==> src/rtl/pxs_pkg.sv <==
// Shared definitions for the pixel stream: field positions, stream widths and default 640x480 timing.
package pxs_pkg;

  localparam int unsigned STR_W     = 23;
  localparam int unsigned STR_RGB_W = 26;
  localparam int unsigned COORD_W   = 10;

  localparam int unsigned AV_BIT  = 0;
  localparam int unsigned VS_BIT  = 1;
  localparam int unsigned HS_BIT  = 2;
  localparam int unsigned Y_LSB   = 3;
  localparam int unsigned Y_MSB   = 12;
  localparam int unsigned X_LSB   = 13;
  localparam int unsigned X_MSB   = 22;
  localparam int unsigned RGB_LSB = 23;
  localparam int unsigned RGB_MSB = 25;

  localparam int unsigned H_ACTIVE_DEF = 640;
  localparam int unsigned H_FP_DEF     = 16;
  localparam int unsigned H_SYNC_DEF   = 96;
  localparam int unsigned H_BP_DEF     = 48;
  localparam int unsigned V_ACTIVE_DEF = 480;
  localparam int unsigned V_FP_DEF     = 10;
  localparam int unsigned V_SYNC_DEF   = 2;
  localparam int unsigned V_BP_DEF     = 33;

  // Idle stream: origin coordinates, both syncs at their inactive high level, no active video.
  localparam logic [STR_W-1:0] STR_RESET = 23'h000006;

  function automatic logic [STR_W-1:0] packStream(
    input logic [COORD_W-1:0] x,
    input logic [COORD_W-1:0] y,
    input logic               hSync,
    input logic               vSync,
    input logic               activeVideo
  );
    logic [STR_W-1:0] s;
    s                = '0;
    s[X_MSB:X_LSB]   = x;
    s[Y_MSB:Y_LSB]   = y;
    s[HS_BIT]        = hSync;
    s[VS_BIT]        = vSync;
    s[AV_BIT]        = activeVideo;
    return s;
  endfunction

endpackage

==> src/rtl/pxs_timing_counter.sv <==
// Modulo-N counter with enable; wrap_o flags the enabled cycle in which the count returns to zero.
module pxs_timing_counter #(
  parameter int unsigned N = 800,
  parameter int unsigned W = 10
) (
  input  logic         clock_i,
  input  logic         reset_i,
  input  logic         en_i,
  output logic [W-1:0] count_o,
  output logic         wrap_o
);

  logic [W-1:0] count_q;
  logic [W-1:0] count_d;

  always_comb begin
    wrap_o  = en_i && (count_q == W'(N - 1));
    count_d = count_q;
    if (en_i) begin
      count_d = wrap_o ? '0 : count_q + W'(1);
    end
  end

  always_ff @(posedge clock_i or posedge reset_i) begin
    if (reset_i) begin
      count_q <= '0;
    end else begin
      count_q <= count_d;
    end
  end

  assign count_o = count_q;

endmodule

==> src/rtl/pxs_vga_source.sv <==
// VGA timing source emitting a registered RGB-less pixel stream and a frame-start pulse.
// Optional feature: define PXS_FRAME_CNT_EN to add the 8-bit frame_cnt_o output.
module pxs_vga_source
  import pxs_pkg::*;
#(
  parameter int unsigned H_ACTIVE = H_ACTIVE_DEF,
  parameter int unsigned H_FP     = H_FP_DEF,
  parameter int unsigned H_SYNC   = H_SYNC_DEF,
  parameter int unsigned H_BP     = H_BP_DEF,
  parameter int unsigned V_ACTIVE = V_ACTIVE_DEF,
  parameter int unsigned V_FP     = V_FP_DEF,
  parameter int unsigned V_SYNC   = V_SYNC_DEF,
  parameter int unsigned V_BP     = V_BP_DEF
) (
  input  logic             px_clk,
  input  logic             px_rst,
  input  logic             en,
  output logic [STR_W-1:0] VGAStr_o,
  output logic             frame_o
`ifdef PXS_FRAME_CNT_EN
  ,
  output logic [7:0]       frame_cnt_o
`endif
);

  localparam int unsigned HT = H_ACTIVE + H_FP + H_SYNC + H_BP;
  localparam int unsigned VT = V_ACTIVE + V_FP + V_SYNC + V_BP;

  // Compare thresholds are one bit wider than the counters so a limit of exactly 1024 stays exact.
  localparam logic [COORD_W:0] H_ACT_END  = (COORD_W+1)'(H_ACTIVE);
  localparam logic [COORD_W:0] H_SYNC_BEG = (COORD_W+1)'(H_ACTIVE + H_FP);
  localparam logic [COORD_W:0] H_SYNC_END = (COORD_W+1)'(H_ACTIVE + H_FP + H_SYNC);
  localparam logic [COORD_W:0] V_ACT_END  = (COORD_W+1)'(V_ACTIVE);
  localparam logic [COORD_W:0] V_SYNC_BEG = (COORD_W+1)'(V_ACTIVE + V_FP);
  localparam logic [COORD_W:0] V_SYNC_END = (COORD_W+1)'(V_ACTIVE + V_FP + V_SYNC);

  if (HT > 1024 || VT > 1024) begin : g_bad_timing
    $error("pxs_vga_source: HT=%0d VT=%0d exceed the 10-bit counter range", HT, VT);
  end

  logic [COORD_W-1:0] hCount;
  logic [COORD_W-1:0] vCount;
  logic               hWrap;
  logic               vWrap;

  pxs_timing_counter #(.N(HT), .W(COORD_W)) u_hcnt (
    .clock_i (px_clk),
    .reset_i (px_rst),
    .en_i    (en),
    .count_o (hCount),
    .wrap_o  (hWrap)
  );

  // The vertical counter only steps on the last pixel of a line.
  pxs_timing_counter #(.N(VT), .W(COORD_W)) u_vcnt (
    .clock_i (px_clk),
    .reset_i (px_rst),
    .en_i    (hWrap),
    .count_o (vCount),
    .wrap_o  (vWrap)
  );

  logic [COORD_W:0] hExt;
  logic [COORD_W:0] vExt;
  logic             hSyncN;
  logic             vSyncN;
  logic             activeVideo;
  logic [STR_W-1:0] stream_d;
  logic [STR_W-1:0] stream_q;
  logic             frame_q;

  always_comb begin
    hExt        = {1'b0, hCount};
    vExt        = {1'b0, vCount};
    activeVideo = (hExt < H_ACT_END) && (vExt < V_ACT_END);
    hSyncN      = !((hExt >= H_SYNC_BEG) && (hExt < H_SYNC_END));
    vSyncN      = !((vExt >= V_SYNC_BEG) && (vExt < V_SYNC_END));
    stream_d    = packStream(hCount, vCount, hSyncN, vSyncN, activeVideo);
  end

  // The stream shows the position the counters held before this tick, so every field shares one (hc,vc).
  always_ff @(posedge px_clk or posedge px_rst) begin
    if (px_rst) begin
      stream_q <= STR_RESET;
      frame_q  <= 1'b0;
    end else begin
      frame_q <= en && (hCount == '0) && (vCount == '0);
      if (en) begin
        stream_q <= stream_d;
      end
    end
  end

  assign VGAStr_o = stream_q;
  assign frame_o  = frame_q;

`ifdef PXS_FRAME_CNT_EN
  logic [7:0] frameCnt_q;

  always_ff @(posedge px_clk or posedge px_rst) begin
    if (px_rst) begin
      frameCnt_q <= 8'd0;
    end else if (vWrap) begin
      frameCnt_q <= frameCnt_q + 8'd1;
    end
  end

  assign frame_cnt_o = frameCnt_q;
`else
  logic unusedVWrap;
  assign unusedVWrap = vWrap;
`endif

endmodule
==> config.mk <==
export PLATFORM = sky130hd
export DESIGN_NAME = pxs_vga_source
export DESIGN_NICKNAME = d
export VERILOG_FILES = /design/src/rtl/pxs_pkg.sv /design/src/rtl/pxs_timing_counter.sv /design/src/rtl/pxs_vga_source.sv
export SDC_FILE = /design/constraint.sdc
export NUM_CORES = 1
export LEC_CHECK = 0
export BUFFER_PORTS_ARGS = -buffer_cell sky130_fd_sc_hd__buf_4
export CAP_MARGIN = 20
export CORE_UTILIZATION = 45
export DETAILED_ROUTE_END_ITERATION = 8
export SYNTH_ARGS = -nofsm -noshare
export SYNTH_HDL_FRONTEND = slang
export SYNTH_SLANG_ARGS = --single-unit
==> constraint.sdc <==
create_clock -name px_clk -period 2.6 [get_ports px_clk]
set_clock_uncertainty 0.15 [all_clocks]
set_input_delay 0.78 -clock px_clk [delete_from_list [all_inputs] [get_ports px_clk]]
set_output_delay 0.78 -clock px_clk [all_outputs]
set_load 0.1 [all_outputs]
==> impl_metrics.py <==
metrics = {
    "run_status": {
        "outcome": "completed",
    },
    "synthesis": {
        "yosysTopAreaCell": "dfrtp_1",
        "netlist_instances": 180,
        "synth.most_common_cell": "dfrtp_1",
        "synth-simple-area-share_pct": 17.95,
        "synth_compound_area_share_pct": 6.064,
        "synth-main-ff-cell": "dfrtp_1",
        "synthAdderAreaFrac_pct": 2.475,
        "ys_seq_elements": 44,
        "synth_edf_count": 0,
        "ys_top_cells_by_area": "dfrtp_1, mux2_2, xnor2_1",
        "synth_area_um2": 2022,
        "synth-seq-area-share_pct": 54.58,
        "synthArstFlopShare_pct": 100.0,
        "synth_common_cells": "dfrtp_1, mux2_2, nand2_1, inv_1, nand3_1",
        "muxShareOfSynthArea_pct": 11.08,
        "synth-xor-area-share_pct": 3.899,
        "synth_top_area_share_pct": 51.98,
        "synth_top_family_by_area": "simple AND/OR/NAND/NOR gates",
        "synth_warnings": 0,
        "postSynthAreaPerCell_um2": 11.23,
        "syn_nets": 187,
        "yosysUniqueCellTypes": 38,
    },
    "clock_network": {
        "cts_resized": 0,
        "clock_path_buffers": 2,
        "clk_latency_ps": 290,
        "cts_htree_levels": 2,
        "clkSinkCount": 44,
        "postCtsSetupBuffers": 0,
        "cts-buffers-inserted": 5,
        "cts_tree": "built",
        "cts_hold_repair.buffers": 0,
        "root_buffer": "clkbuf_8",
        "cts.reportedPaths.clkPinSlew_ps": 80,
    },
    "floorplanning": {
        "fp.coreArea_um2": 4324,
        "ios": 27,
        "die_h_um": 69.03,
        "die_area_um2": 4765,
        "rows": 24,
        "initial_core_util_pct": 46.76,
        "dieWidth_um": 69.03,
    },
    "sta": {
        "finalHoldViolCount": 0,
        "fin_tns_setup_ps": 0,
        "drv_slew": 0,
        "fmax_mhz": 454.7,
        "setup_viol": 0,
        "maxSlewHeadroom_pct": 60.80,
        "worstMarginPinSlew_ps": 583.1,
        "min_period_ps": 2199,
        "min_period_over_period_pct": 84.59,
        "rsz0062_at_grt": "false",
        "setup_ws_ps": 400.8,
        "hold_slack_ps": 343.4,
    },
    "global_routing": {
        "grt_pass1_vias": 1476,
        "gr-total-overflow": 0,
        "grt_max_degree": 45,
        "gr-usage-met2_pct": 30.31,
        "grt_pass1_wl_mm": 6.962,
        "busiest_layer": "met2",
        "use_met3_pct": 3.655,
        "grt_usage_pct": 18.48,
        "use_met1_pct": 23.98,
        "antenna_found_initial": 0,
    },
    "power_and_ir_drop": {
        "leakagePower_nw": 1.100,
        "power_frac_comb_pct": 32.3,
        "seqPwrFrac_pct": 45.0,
        "ir_drop_v": 0.0003868,
        "clkPwrFrac_pct": 22.6,
        "p_int_mw": 1.155,
        "switching_share_pct": 40.39,
        "power_switching_mw": 0.7822,
        "power_density_nw_per_um2": 819.4,
    },
    "critical_path": {
        "crit_chain": "ha_1, nand4_1, or4_4, nand2b_4, o31ai_2",
        "critPathBufInv": 0,
        "cp_max_fo": 9,
        "reg2reg_from": "u_hcnt.count_o[0]$_DFFE_PP0P_",
        "r2r_setup_slack_ps": 400,
        "crit_start": "u_hcnt.count_o[0]$_DFFE_PP0P_",
        "critPathMaxStageDelay_ps": 660,
        "required_ps": 2660,
        "cp.depth": 5,
        "cp-start-kind": "flop",
        "endpoint": "u_vcnt.count_o[4]$_DFFE_PP0N_",
        "ff2ff_path_depth": 5,
        "crit_slowest_cell": "or4_4",
        "path_class": "flop to flop",
        "end_kind": "flop",
        "rr_endpoint": "u_vcnt.count_o[4]$_DFFE_PP0N_",
        "cp_top_family": "simple AND/OR/NAND/NOR gates",
        "critPathArrivalTime_ps": 2260,
    },
    "cells_and_area": {
        "area_growth_pct": 16.89,
        "diodes": 0,
        "design_area_um2": 2364,
        "drive_gt1_share_pct": 30.00,
        "fill_cells": 396,
        "final_nets": 216,
    },
    "drt": {
        "antenna_left": 0,
        "viasPerCell": 5.481,
        "routed_wl_mm": 4.045,
        "route.detailed.drc": 0,
        "wire_per_inst_um": 15.44,
        "firstDrtPassIters": 4,
        "drt_iter0_markers": 90,
        "vias": 1436,
    },
    "job": {
        "drv_cap": 0,
    },
    "place": {
        "hpwlAfterDp_mm": 2.799,
        "place_area_um2": 2273,
        "gp_congestion": 0.9088,
        "preCtsSetupSlack_ps": 331.1,
        "io_buffer_count": 26,
    },
    "min_path": {
        "hold_class": "flop to flop",
    },
}
-- placed cells by master, fill, tap and decap left out, types with 2 or more instances in the layout --
cell	n
a21oi_1	4
and3_1	5
buf_4	30
clkbuf_1	2
clkbuf_8	6
dfrtp_1	42
dfstp_2	2
ha_1	4
inv_1	11
mux2_2	19
nand2_1	13
nand3_1	10
nand4_1	7
nand4b_1	2
nor2_1	8
nor2b_1	2
nor3_1	7
nor4_1	4
o21ai_0	4
o21ai_1	4
xnor2_1	7
xor2_1	2
-- tightest hold or removal path, delay by kind of cell, from the launching register on --
family / cells / cell delay, ps
DFF: 1 / 370
and+or+nand+nor: 1 / 80
AOI/OAI and AO/OA: 1 / 40
-- area by class of cell --
class                           count  area [um2]  share of cell area [%]
Sequential cell                    44        1104                   46.69
Multi-Input combinational cell    117       838.3                   35.47
Timing Repair Buffer               30       225.2                   9.529
Clock buffer                        8       90.09                   3.812
Tap cell                           52       65.06                   2.753
Inverter                           11       41.29                   1.747
-- routing by layer --
layer	share of wire (%)	vias to the layer above	routed length, um
met4	1.5	0	59
met1	45	709	1815
met2	51	29	2052
li1	-	693	-
met5	0	-	0
met3	2.9	5	118
-- power by group through the flow --
stage / combinational, mW / sequential, mW / clock (mW)
detailed placement: 0.631 / 0.885 / 0
global route: 0.649 / 0.888 / 0.476
finish: 0.626 / 0.872 / 0.439
floorplan: 0.199 / 1.18 / 0
global placement: 0.617 / 0.879 / 0
CTS: 0.632 / 0.871 / 0.454
-- worst min-delay path by stage --
stage / from / endpoint / slack (ps) / cells past startpoint
2_1_floorplan: u_vcnt.count_o[8]$_DFFE_PP0N_ / u_vcnt.count_o[8]$_DFFE_PP0N_ / 330 / 1
3_3_place_gp: VGAStr_o[2]$_DFFE_PP1P_ / VGAStr_o[2]$_DFFE_PP1P_ / 330 / 2
3_5_place_dp: VGAStr_o[2]$_DFFE_PP1P_ / VGAStr_o[2]$_DFFE_PP1P_ / 330 / 2
4_1_cts: VGAStr_o[2]$_DFFE_PP1P_ / VGAStr_o[2]$_DFFE_PP1P_ / 350 / 2
5_1_grt: VGAStr_o[2]$_DFFE_PP1P_ / VGAStr_o[2]$_DFFE_PP1P_ / 380 / 2
6_report: VGAStr_o[2]$_DFFE_PP1P_ / VGAStr_o[2]$_DFFE_PP1P_ / 340 / 2
-- registers in the layout (all words and copies together), names as in the netlist --
register	flops
VGAStr_o	23
u_hcnt.count_o	10
u_vcnt.count_o	10
frame_o	1
-- logic make-up (layout without fill, tap and decap cells) --
group           after synthesis  in the layout
simple gates                 65             65
flops                        44             44
mux                          20             20
compound gates               19             19
buf+inv                      19             49
xor+xnor                      9              9
fa+ha+maj                     4              4
-- stage by stage --
step | power (mW) | cells | util [%]
after floorplan | 1.376 | 180 | -
after global placement | 1.496 | 254 | 52.58
after detailed placement | 1.516 | 254 | 52.58
after CTS | 1.957 | 262 | 54.66
after global routing | 2.014 | 262 | 54.66
final | 1.937 | 262 | 54.66
(Power assumes the default switching activity.)
